**src/rtl/clock_pkg.sv**
```systemverilog
`default_nettype none
// ============================================================================
// Module      : clock_pkg
// Description : Shared time-of-day limits, field widths, the hh:mm:ss record
//               type and a legality check for front-panel set values.
//               Used by the timebase, the display driver and the set-time
//               logic.
// Revision    : 1.0 - initial release
// ============================================================================
package clock_pkg;

    localparam int SEC_MAX  = 59;
    localparam int MIN_MAX  = 59;
    localparam int HOUR_MAX = 23;
    localparam int SEC_W    = 6;
    localparam int MIN_W    = 6;
    localparam int HOUR_W   = 5;

    typedef struct packed {
        logic [HOUR_W-1:0] hour;
        logic [MIN_W-1:0]  min;
        logic [SEC_W-1:0]  sec;
    } tod_t;

    // True when a requested hour/minute pair is a real time of day.
    function automatic logic set_is_legal(input logic [HOUR_W-1:0] h,
                                          input logic [MIN_W-1:0]  m);
        return (h <= HOUR_W'(HOUR_MAX)) && (m <= MIN_W'(MIN_MAX));
    endfunction

endpackage
`default_nettype wire

```
**src/rtl/clock_timebase_if.sv**
```systemverilog
`default_nettype none
// ============================================================================
// Module      : clock_timebase_if
// Description : Bundle between the front panel / display side (master) and
//               the timebase (slave).
//   master drives : speed_up, set_en, set_hour, set_min
//   slave drives  : tick, sec, min, hour, day_wrap, set_err
// Revision    : 1.0 - initial release
// ============================================================================
interface clock_timebase_if;
    import clock_pkg::*;

    logic              speed_up;
    logic              set_en;
    logic [HOUR_W-1:0] set_hour;
    logic [MIN_W-1:0]  set_min;
    logic              tick;
    logic [SEC_W-1:0]  sec;
    logic [MIN_W-1:0]  min;
    logic [HOUR_W-1:0] hour;
    logic              day_wrap;
    logic              set_err;

    modport master (
        output speed_up, set_en, set_hour, set_min,
        input  tick, sec, min, hour, day_wrap, set_err
    );

    modport slave (
        input  speed_up, set_en, set_hour, set_min,
        output tick, sec, min, hour, day_wrap, set_err
    );

endinterface
`default_nettype wire

```
**src/rtl/clock_timebase_tick_prescaler.sv**
```systemverilog
`default_nettype none
// ============================================================================
// Module      : tick_prescaler
// Description : Divides clk into a one-cycle tick. The divisor is picked
//               every cycle from speed_up_i, so a rate change takes effect
//               on the running count without clearing it.
//   clk        in  system clock
//   rst_n      in  asynchronous active-low reset
//   speed_up_i in  1 = fast divisor
//   restart_i  in  clear the count and suppress tick (period restart)
//   tick_o     out registered one-cycle tick
// Revision    : 1.0 - initial release
// ============================================================================
module tick_prescaler #(
    parameter int CLK_HZ      = 100_000_000,
    parameter int FAST_FACTOR = 60
) (
    input  logic clk,
    input  logic rst_n,
    input  logic speed_up_i,
    input  logic restart_i,
    output logic tick_o
);

    localparam int NORM_DIV = CLK_HZ;
    localparam int FAST_DIV = CLK_HZ / FAST_FACTOR;
    localparam int CNT_W    = $clog2(NORM_DIV);

    localparam logic [CNT_W-1:0] C_NORM_LAST = CNT_W'(NORM_DIV - 1);
    localparam logic [CNT_W-1:0] C_FAST_LAST = CNT_W'(FAST_DIV - 1);

    logic [CNT_W-1:0] cnt_q, cnt_d;
    logic [CNT_W-1:0] last_w;
    logic             tick_q, tick_d;

    always_comb begin
        last_w = speed_up_i ? C_FAST_LAST : C_NORM_LAST;
        cnt_d  = cnt_q + CNT_W'(1);
        tick_d = 1'b0;
        if (restart_i) begin
            cnt_d = '0;
        end else if (cnt_q >= last_w) begin
            // ">=" so that a switch to the fast rate with the count already
            // past the fast terminal value fires immediately.
            cnt_d  = '0;
            tick_d = 1'b1;
        end
    end

    always_ff @(posedge clk or negedge rst_n) begin
        if (!rst_n) begin
            cnt_q  <= '0;
            tick_q <= 1'b0;
        end else begin
            cnt_q  <= cnt_d;
            tick_q <= tick_d;
        end
    end

    assign tick_o = tick_q;

endmodule
`default_nettype wire

```
**src/rtl/clock_timebase.sv**
```systemverilog
`default_nettype none
// ============================================================================
// Module      : clock_timebase
// Description : Seconds timebase and 24 h hh:mm:ss counter with front-panel
//               hour/minute load. All outputs are registered.
//   clk   in  system clock
//   rst_n in  asynchronous active-low reset
//   bus   slave side of clock_timebase_if
//         in : speed_up, set_en, set_hour, set_min
//         out: tick, sec, min, hour, day_wrap, set_err
// Revision    : 1.0 - initial release
// ============================================================================
module clock_timebase
    import clock_pkg::*;
#(
    parameter int CLK_HZ      = 100_000_000,
    parameter int FAST_FACTOR = 60
) (
    input  logic             clk,
    input  logic             rst_n,
    clock_timebase_if.slave  bus
);

    logic tick_w;
    logic set_ok_w;
    tod_t tod_q, tod_d;
    logic day_wrap_q, day_wrap_d;
    logic set_err_q, set_err_d;

    assign set_ok_w = bus.set_en && set_is_legal(bus.set_hour, bus.set_min);

    // A valid load also restarts the seconds period.
    tick_prescaler #(
        .CLK_HZ      (CLK_HZ),
        .FAST_FACTOR (FAST_FACTOR)
    ) u_prescaler (
        .clk        (clk),
        .rst_n      (rst_n),
        .speed_up_i (bus.speed_up),
        .restart_i  (set_ok_w),
        .tick_o     (tick_w)
    );

    always_comb begin
        tod_d      = tod_q;
        day_wrap_d = 1'b0;
        set_err_d  = bus.set_en && !set_ok_w;
        if (set_ok_w) begin
            // A valid load wins over a coincident increment.
            tod_d.hour = bus.set_hour;
            tod_d.min  = bus.set_min;
            tod_d.sec  = '0;
        end else if (tick_w) begin
            if (tod_q.sec == SEC_W'(SEC_MAX)) begin
                tod_d.sec = '0;
                if (tod_q.min == MIN_W'(MIN_MAX)) begin
                    tod_d.min = '0;
                    if (tod_q.hour == HOUR_W'(HOUR_MAX)) begin
                        tod_d.hour = '0;
                        day_wrap_d = 1'b1;
                    end else begin
                        tod_d.hour = tod_q.hour + HOUR_W'(1);
                    end
                end else begin
                    tod_d.min = tod_q.min + MIN_W'(1);
                end
            end else begin
                tod_d.sec = tod_q.sec + SEC_W'(1);
            end
        end
    end

    always_ff @(posedge clk or negedge rst_n) begin
        if (!rst_n) begin
            tod_q      <= '0;
            day_wrap_q <= 1'b0;
            set_err_q  <= 1'b0;
        end else begin
            tod_q      <= tod_d;
            day_wrap_q <= day_wrap_d;
            set_err_q  <= set_err_d;
        end
    end

    assign bus.tick     = tick_w;
    assign bus.sec      = tod_q.sec;
    assign bus.min      = tod_q.min;
    assign bus.hour     = tod_q.hour;
    assign bus.day_wrap = day_wrap_q;
    assign bus.set_err  = set_err_q;

endmodule
`default_nettype wire

```
**src/flat_wrapper.sv**
```systemverilog
// flat-port wrapper written by rule: the top's interface ports become plain ports
module clock_timebase_flat import clock_pkg::*;
#(
    parameter int CLK_HZ      = 100_000_000,
    parameter int FAST_FACTOR = 60
)
  (clk, rst_n, bus_speed_up, bus_set_en, bus_set_hour, bus_set_min, bus_tick, bus_sec, bus_min, bus_hour, bus_day_wrap, bus_set_err);
  clock_timebase_if bus_i ();
  input  logic clk;
  input  logic rst_n;
  input wire logic [$bits(bus_i.speed_up)-1:0] bus_speed_up;
  input wire logic [$bits(bus_i.set_en)-1:0] bus_set_en;
  input wire logic [$bits(bus_i.set_hour)-1:0] bus_set_hour;
  input wire logic [$bits(bus_i.set_min)-1:0] bus_set_min;
  output wire logic [$bits(bus_i.tick)-1:0] bus_tick;
  output wire logic [$bits(bus_i.sec)-1:0] bus_sec;
  output wire logic [$bits(bus_i.min)-1:0] bus_min;
  output wire logic [$bits(bus_i.hour)-1:0] bus_hour;
  output wire logic [$bits(bus_i.day_wrap)-1:0] bus_day_wrap;
  output wire logic [$bits(bus_i.set_err)-1:0] bus_set_err;
  assign bus_i.speed_up = bus_speed_up;
  assign bus_i.set_en = bus_set_en;
  assign bus_i.set_hour = bus_set_hour;
  assign bus_i.set_min = bus_set_min;
  assign bus_tick = bus_i.tick;
  assign bus_sec = bus_i.sec;
  assign bus_min = bus_i.min;
  assign bus_hour = bus_i.hour;
  assign bus_day_wrap = bus_i.day_wrap;
  assign bus_set_err = bus_i.set_err;
  clock_timebase #(.CLK_HZ(CLK_HZ), .FAST_FACTOR(FAST_FACTOR)) u_core (.clk(clk), .rst_n(rst_n), .bus(bus_i));
endmodule
```
**config.mk**
```make
export PLATFORM = sky130hd
export DESIGN_NAME = clock_timebase_flat
export DESIGN_NICKNAME = d
export VERILOG_FILES = /design/src/rtl/clock_pkg.sv /design/src/rtl/clock_timebase_if.sv /design/src/rtl/clock_timebase_tick_prescaler.sv /design/src/rtl/clock_timebase.sv /design/src/flat_wrapper.sv
export SDC_FILE = /design/constraint.sdc
export NUM_CORES = 1
export LEC_CHECK = 0
export CORE_MARGIN = 4
export CORE_UTILIZATION = 60
export CTS_CLUSTER_DIAMETER = 80
export DETAILED_ROUTE_END_ITERATION = 8
export PLACE_DENSITY = 0.95
export SYNTH_ARGS = -nofsm -noshare
export SYNTH_HDL_FRONTEND = slang
export SYNTH_SLANG_ARGS = --single-unit
```
**constraint.sdc**
```tcl
create_clock -name clk -period 4.25 [get_ports clk]
set_input_delay 0.425 -clock clk [delete_from_list [all_inputs] [get_ports clk]]
set_output_delay 0.425 -clock clk [all_outputs]
set_load 0.01 [all_outputs]
```
# Word-level counts from Yosys, hierarchy flattened
# Index checks and enable logic that the tools add are counted.
# Widths: inputs -> output; s select.
[totals] latch_bits=0 elab_cells=43 reg_bits=47 mem_count=0 rom_bits=0 in_bits=15 ramBits=0
[classes] shift=0 bitwise_logic=0 addsub=4 n_mux=17 n_mul=0 n_reduce_logical=9 eq_ne=3 div_mod_pow=0 order_cmp=3
[op_table] cell="$mux 27" n=3
[op_table] cell="$mux 17" n=2
[op_table] cell="$add 27x1->27 const B" n=1
[op_table] cell="$ge 27x27->1" n=1
[op_table] cell="$add 6x1->6 const B" n=2
[op_table] cell="$eq 6x6->1 const B" n=2
[op_table] cell="$mux 6" n=2
[op_table] cell="$mux 11" n=1
[op_table] cell="$mux 5" n=2
[op_table] cell="$mux 1" n=7
[op_table] cell="$le 6x6->1 const B" n=1
[op_table] cell="$reduce_bool 2->1" n=3
[op_table] cell="$add 5x1->5 const B" n=1
[op_table] cell="$eq 5x5->1 const B" n=1
[op_table] cell="$le 5x5->1 const B" n=1
[op_table] cell="$logic_and 1x1->1" n=3
[op_table] cell="$reduce_and 3->1" n=1
[op_table] cell="$reduce_and 2->1" n=1
[op_table] cell="$logic_not 1->1" n=1

# Longest topological paths before layout
[depth] depth_word=6 depth_mapped=8

# Cells and area by module
# From an unflattened synthesis, not the netlist that was laid out.
[unflattened] hier_cells=300 area_unflattened_um2=3007.9
[modules_own_cells] module="tick_prescaler" seq_area_each_um2=700.7 area_per_inst_um2=1873.0 instances=1 cells_each=172
[modules_own_cells] module="clock_timebase" seq_area_each_um2=475.5 area_per_inst_um2=1134.8 instances=1 cells_each=128

# Worst setup path after synthesis
# OpenSTA, ideal clock, no wires.
[synth_timing] path_kind="input to register" from="input bus_speed_up" to="register u_core.u_prescaler.cnt_q[10]" arrival_time_ns=1.913 path_slack_ns=2.203 cell_stages=6 required_ns=4.116 setup_time_ns=0.134 path_cell_list="ha_1 > nand4b_1 > or4_1 > o211ai_2 > buf_4 > nor3_1"
[synth_via] elab_chain_cells=4
[synth_rtl] element="from (decl)" line_no="flat_wrapper.sv:11" text="input wire logic [$bits(bus_i.speed_up)-1:0] bus_speed_up;"
[synth_rtl] element="$mux 27" line_no="clock_timebase_tick_prescaler.sv:37" text="last_w = speed_up_i ? C_FAST_LAST : C_NORM_LAST;"
[synth_rtl] element="$ge 27x27->1" line_no="clock_timebase_tick_prescaler.sv:42" text="end else if (cnt_q >= last_w) begin"
[synth_rtl] element="$mux 27" line_no="clock_timebase_tick_prescaler.sv:42"
[synth_rtl] element="$mux 27" line_no="clock_timebase_tick_prescaler.sv:40" text="if (restart_i) begin"
[synth_rtl] element="via u_core.u_prescaler.cnt_d[10]" line_no="clock_timebase_tick_prescaler.sv:32" text="logic [CNT_W-1:0] cnt_q, cnt_d;"
[synth_rtl] element="to (signal assigned)" line_no="clock_timebase_tick_prescaler.sv:55" text="cnt_q <= cnt_d;"
[synth_rtl] element="to (decl)" line_no="clock_timebase_tick_prescaler.sv:32"
# The timed path passes the listed nets, and every way through them passes these cells.
# A chain may end at the register's enable or synchronous reset.

# Final worst setup path
[layout_timing] from="input bus_speed_up" to="register u_core.u_prescaler.cnt_q[14]"
# Same word-level chain as after synthesis.

==> results.toml <==
[critical_path]
critPathKind = "in -> reg"
cp-end-kind = "flop"
rr_startpoint = "u_core.u_prescaler.cnt_q[15]"
cp.arrival_ns = 3.17
startpoint_type = "primary input"
crit_fanout = 19
r2r-end = "u_core.u_prescaler.cnt_q[14]"
reg2reg_depth = 6
regToRegSetupSlack_ns = 1.70
required_ns = 4.39

[global_route]
antenna_found_initial = 0
grt_pass1_vias = 2434
grt_pass1_wl_um = 11480
grt-ovfl-total = 0
track_usage = 0.2373
grt_max_degree = 48

[pwr]
power_mw = 1.134
ir_drop_mv = 0.1741
clock_power_share = 0.308
power_density_mw_per_mm2 = 341.5
p_leak_nw = 1.398
internal_power_uw = 801.0
pwr-share-comb = 0.216
power.switching_uw = 332.7
pwr-share-seq = 0.475
sw_frac_of_total = 0.2935

[sta]
fmax_ghz = 0.3305
hold_viol = 0
rsz0062_at_grt = "false"
setup_tns_ns = 0
fin_skew_ns = 0.007853
min_period_ns = 3.025
setup_viol = 0
worstMarginPinSlew_ns = 1.197
max-slew-margin-rel = 0.2022
period_share = 0.7119
slew_violations = 0

[synthesis]
synth_nets = 330
yosysUniqueCellTypes = 55
synth_xor_area_frac = 0.07622
yosysTopAreaCell = "dfrtp_1"
ys.flop_type = "dfrtp_1"
yosys_register_bits = 47
synth_compound_area_frac = 0.1276
syn_area_mm2 = 0.002873
synthSimpleGateAreaFrac = 0.2648
synth_top_area_share = 0.4094
synth_fa_ha_area_frac = 0.08275
synth_top_family_by_area = "simple AND/OR/NAND/NOR gates"
syn_inst = 296
syn_area_per_cell_um2 = 9.705
synth_area_leaders = "dfrtp_1 41%, ha_1 8.3%, nor3_1 5.7%"
ys_warn_count = 0
synthMuxAreaShare = 0.003920
synth_edf_count = 0
synth-async-reset-ratio = 1.000
seq_area_frac_synth = 0.4094

[routing]
wl_per_cell_um = 18.22
antenna_left = 0
post_drt_via_cell_ratio = 6.518
vias = 2477
drtIter0Drc = 238
drc_errors = 0
firstDrtPassIters = 5
wl_um = 6922

[clocking]
clkLatencyLatePin_ns = 0.31
cts_setup_buffers = 0
cts_tree = "built"
post_cts_resize_count = 0
hold_buffers = 0
htree_levels = 2
cts.clk_slew.worst_paths_ns = 0.09
cts_sinks = 47
clock-root-buffer = "clkbuf_8"
clock_path_buffers = 2
cts_made_buffers = 5

[run]
cap_violations = 0

[final_layout]
layout_commonest_cell = "dfrtp_1"
diodes = 0
multi_input_area_mm2 = 0.001595
nFillCells = 294
seqCellArea_mm2 = 0.001176
nets = 361
drive_above_1_share = 0.08232
final_cell_mix = "47 x dfrtp_1, 33 x nor3_1, 33 x clkdlybuf4s50_1, 27 x nand2_1, 19 x ha_1"
area_growth_pct = 15.55

[place]
io_buffer_count = 34
place_congestion = 0.9497
dp_hpwl_um = 4589

[min_path]
min_path_type = "in -> async"

[die]
initial_core_util = 0.6378
core_mm2 = 0.004504
pin_count = 35
die_h_um = 77.20
dieWidth_um = 77.20
fp-row-count = 24
dieArea_mm2 = 0.005959

[outcome]
outcome = "complete, no violations"
-- layer usage --
layer  global-route usage  share of wire
met5                    0              0
met4              0.06584          0.020
met3              0.04801          0.065
met2               0.3886           0.48
met1               0.3195           0.43
-- state kept, by name, indices dropped and copies added (netlist names) --
name                       flops
u_core.u_prescaler.cnt_q      27
u_core.bus.min                 6
u_core.bus.hour                5
u_core.bus.set_err             1
u_core.bus.day_wrap            1
u_core.bus.sec                 6
u_core.u_prescaler.tick_o      1
-- layout make-up --
class	instances	area share
clock buffers	6	0.02488
clock inverters	2	0.01055
inverters	4	0.004523
multi-input cells	233	0.4806
flip-flops and latches	47	0.3543
well taps	52	0.01960
repair buffers	36	0.1055
-- cell families after synthesis --
kind of cell             count (synthesis)
buffers and inverters                   16
adder cells (fa/ha/maj)                 19
AND/OR/NAND/NOR                        136
multiplexers                             1
AO/OA/AOI/OAI                           52
XOR/XNOR                                25
flip-flops                              47
-- stage by stage --
step / cell area [um2] / util / cells / hold slack [ns] / setup slack (ns)
final: 3319 / 0.7369 / 380 / 0.3034 / 1.225
after floorplan: 2873 / - / 296 / 0.1294 / 2.203
after global placement: 3202 / 0.7108 / 372 / 0.5166 / 1.106
after CTS: 3319 / 0.7369 / 380 / 0.3367 / 1.283
after global routing: 3319 / 0.7369 / 380 / 0.3932 / 1.121
after detailed placement: 3202 / 0.7108 / 372 / 0.5401 / 1.021
-- power by group through the flow --
stage	combinational [mW]	sequential [mW]	clock, mW
after floorplan	0.118	0.549	0
after global placement	0.228	0.543	0
after detailed placement	0.240	0.546	0
after CTS	0.245	0.538	0.348
after global routing	0.270	0.547	0.364
final	0.245	0.539	0.350
-- worst max-delay path, stage by stage --
cell	delay, ns
clkdlybuf4s50_1	0.78
inv_1	0.20
ha_1	0.33
nand4_1	0.13
or4_1	0.47
o211ai_2	0.41
buf_4	0.33
nor3_1	0.09
-- synth_stat cells, types with 3 or more instances --
| cell | instances |
|---|---|
| and4_1 | 4 |
| a211oi_1 | 3 |
| a221o_1 | 3 |
| nor3_1 | 33 |
| xor2_1 | 15 |
| o21ai_0 | 11 |
| inv_1 | 4 |
| clkbuf_1 | 5 |
| nand2_1 | 27 |
| nor3b_1 | 4 |
| nand4_1 | 12 |
| dfrtp_1 | 47 |
| ha_1 | 19 |
| nor2_1 | 12 |
| a21oi_1 | 16 |
| and3_1 | 5 |
| and2_1 | 3 |
| nand3_1 | 17 |
| xnor2_1 | 10 |
-- worst max path at each step --
stage                      start                           end  depth (start not counted)
finish              bus_speed_up  u_core.u_prescaler.cnt_q[14]                          8
detailed placement  bus_speed_up  u_core.u_prescaler.cnt_q[12]                          8
floorplan           bus_speed_up  u_core.u_prescaler.cnt_q[10]                          6
global route        bus_speed_up   u_core.u_prescaler.cnt_q[5]                          8
global placement    bus_speed_up  u_core.u_prescaler.cnt_q[11]                          8
CTS                 bus_speed_up  u_core.u_prescaler.cnt_q[11]                          7
No activity file was read; power rests on OpenSTA's default activity.
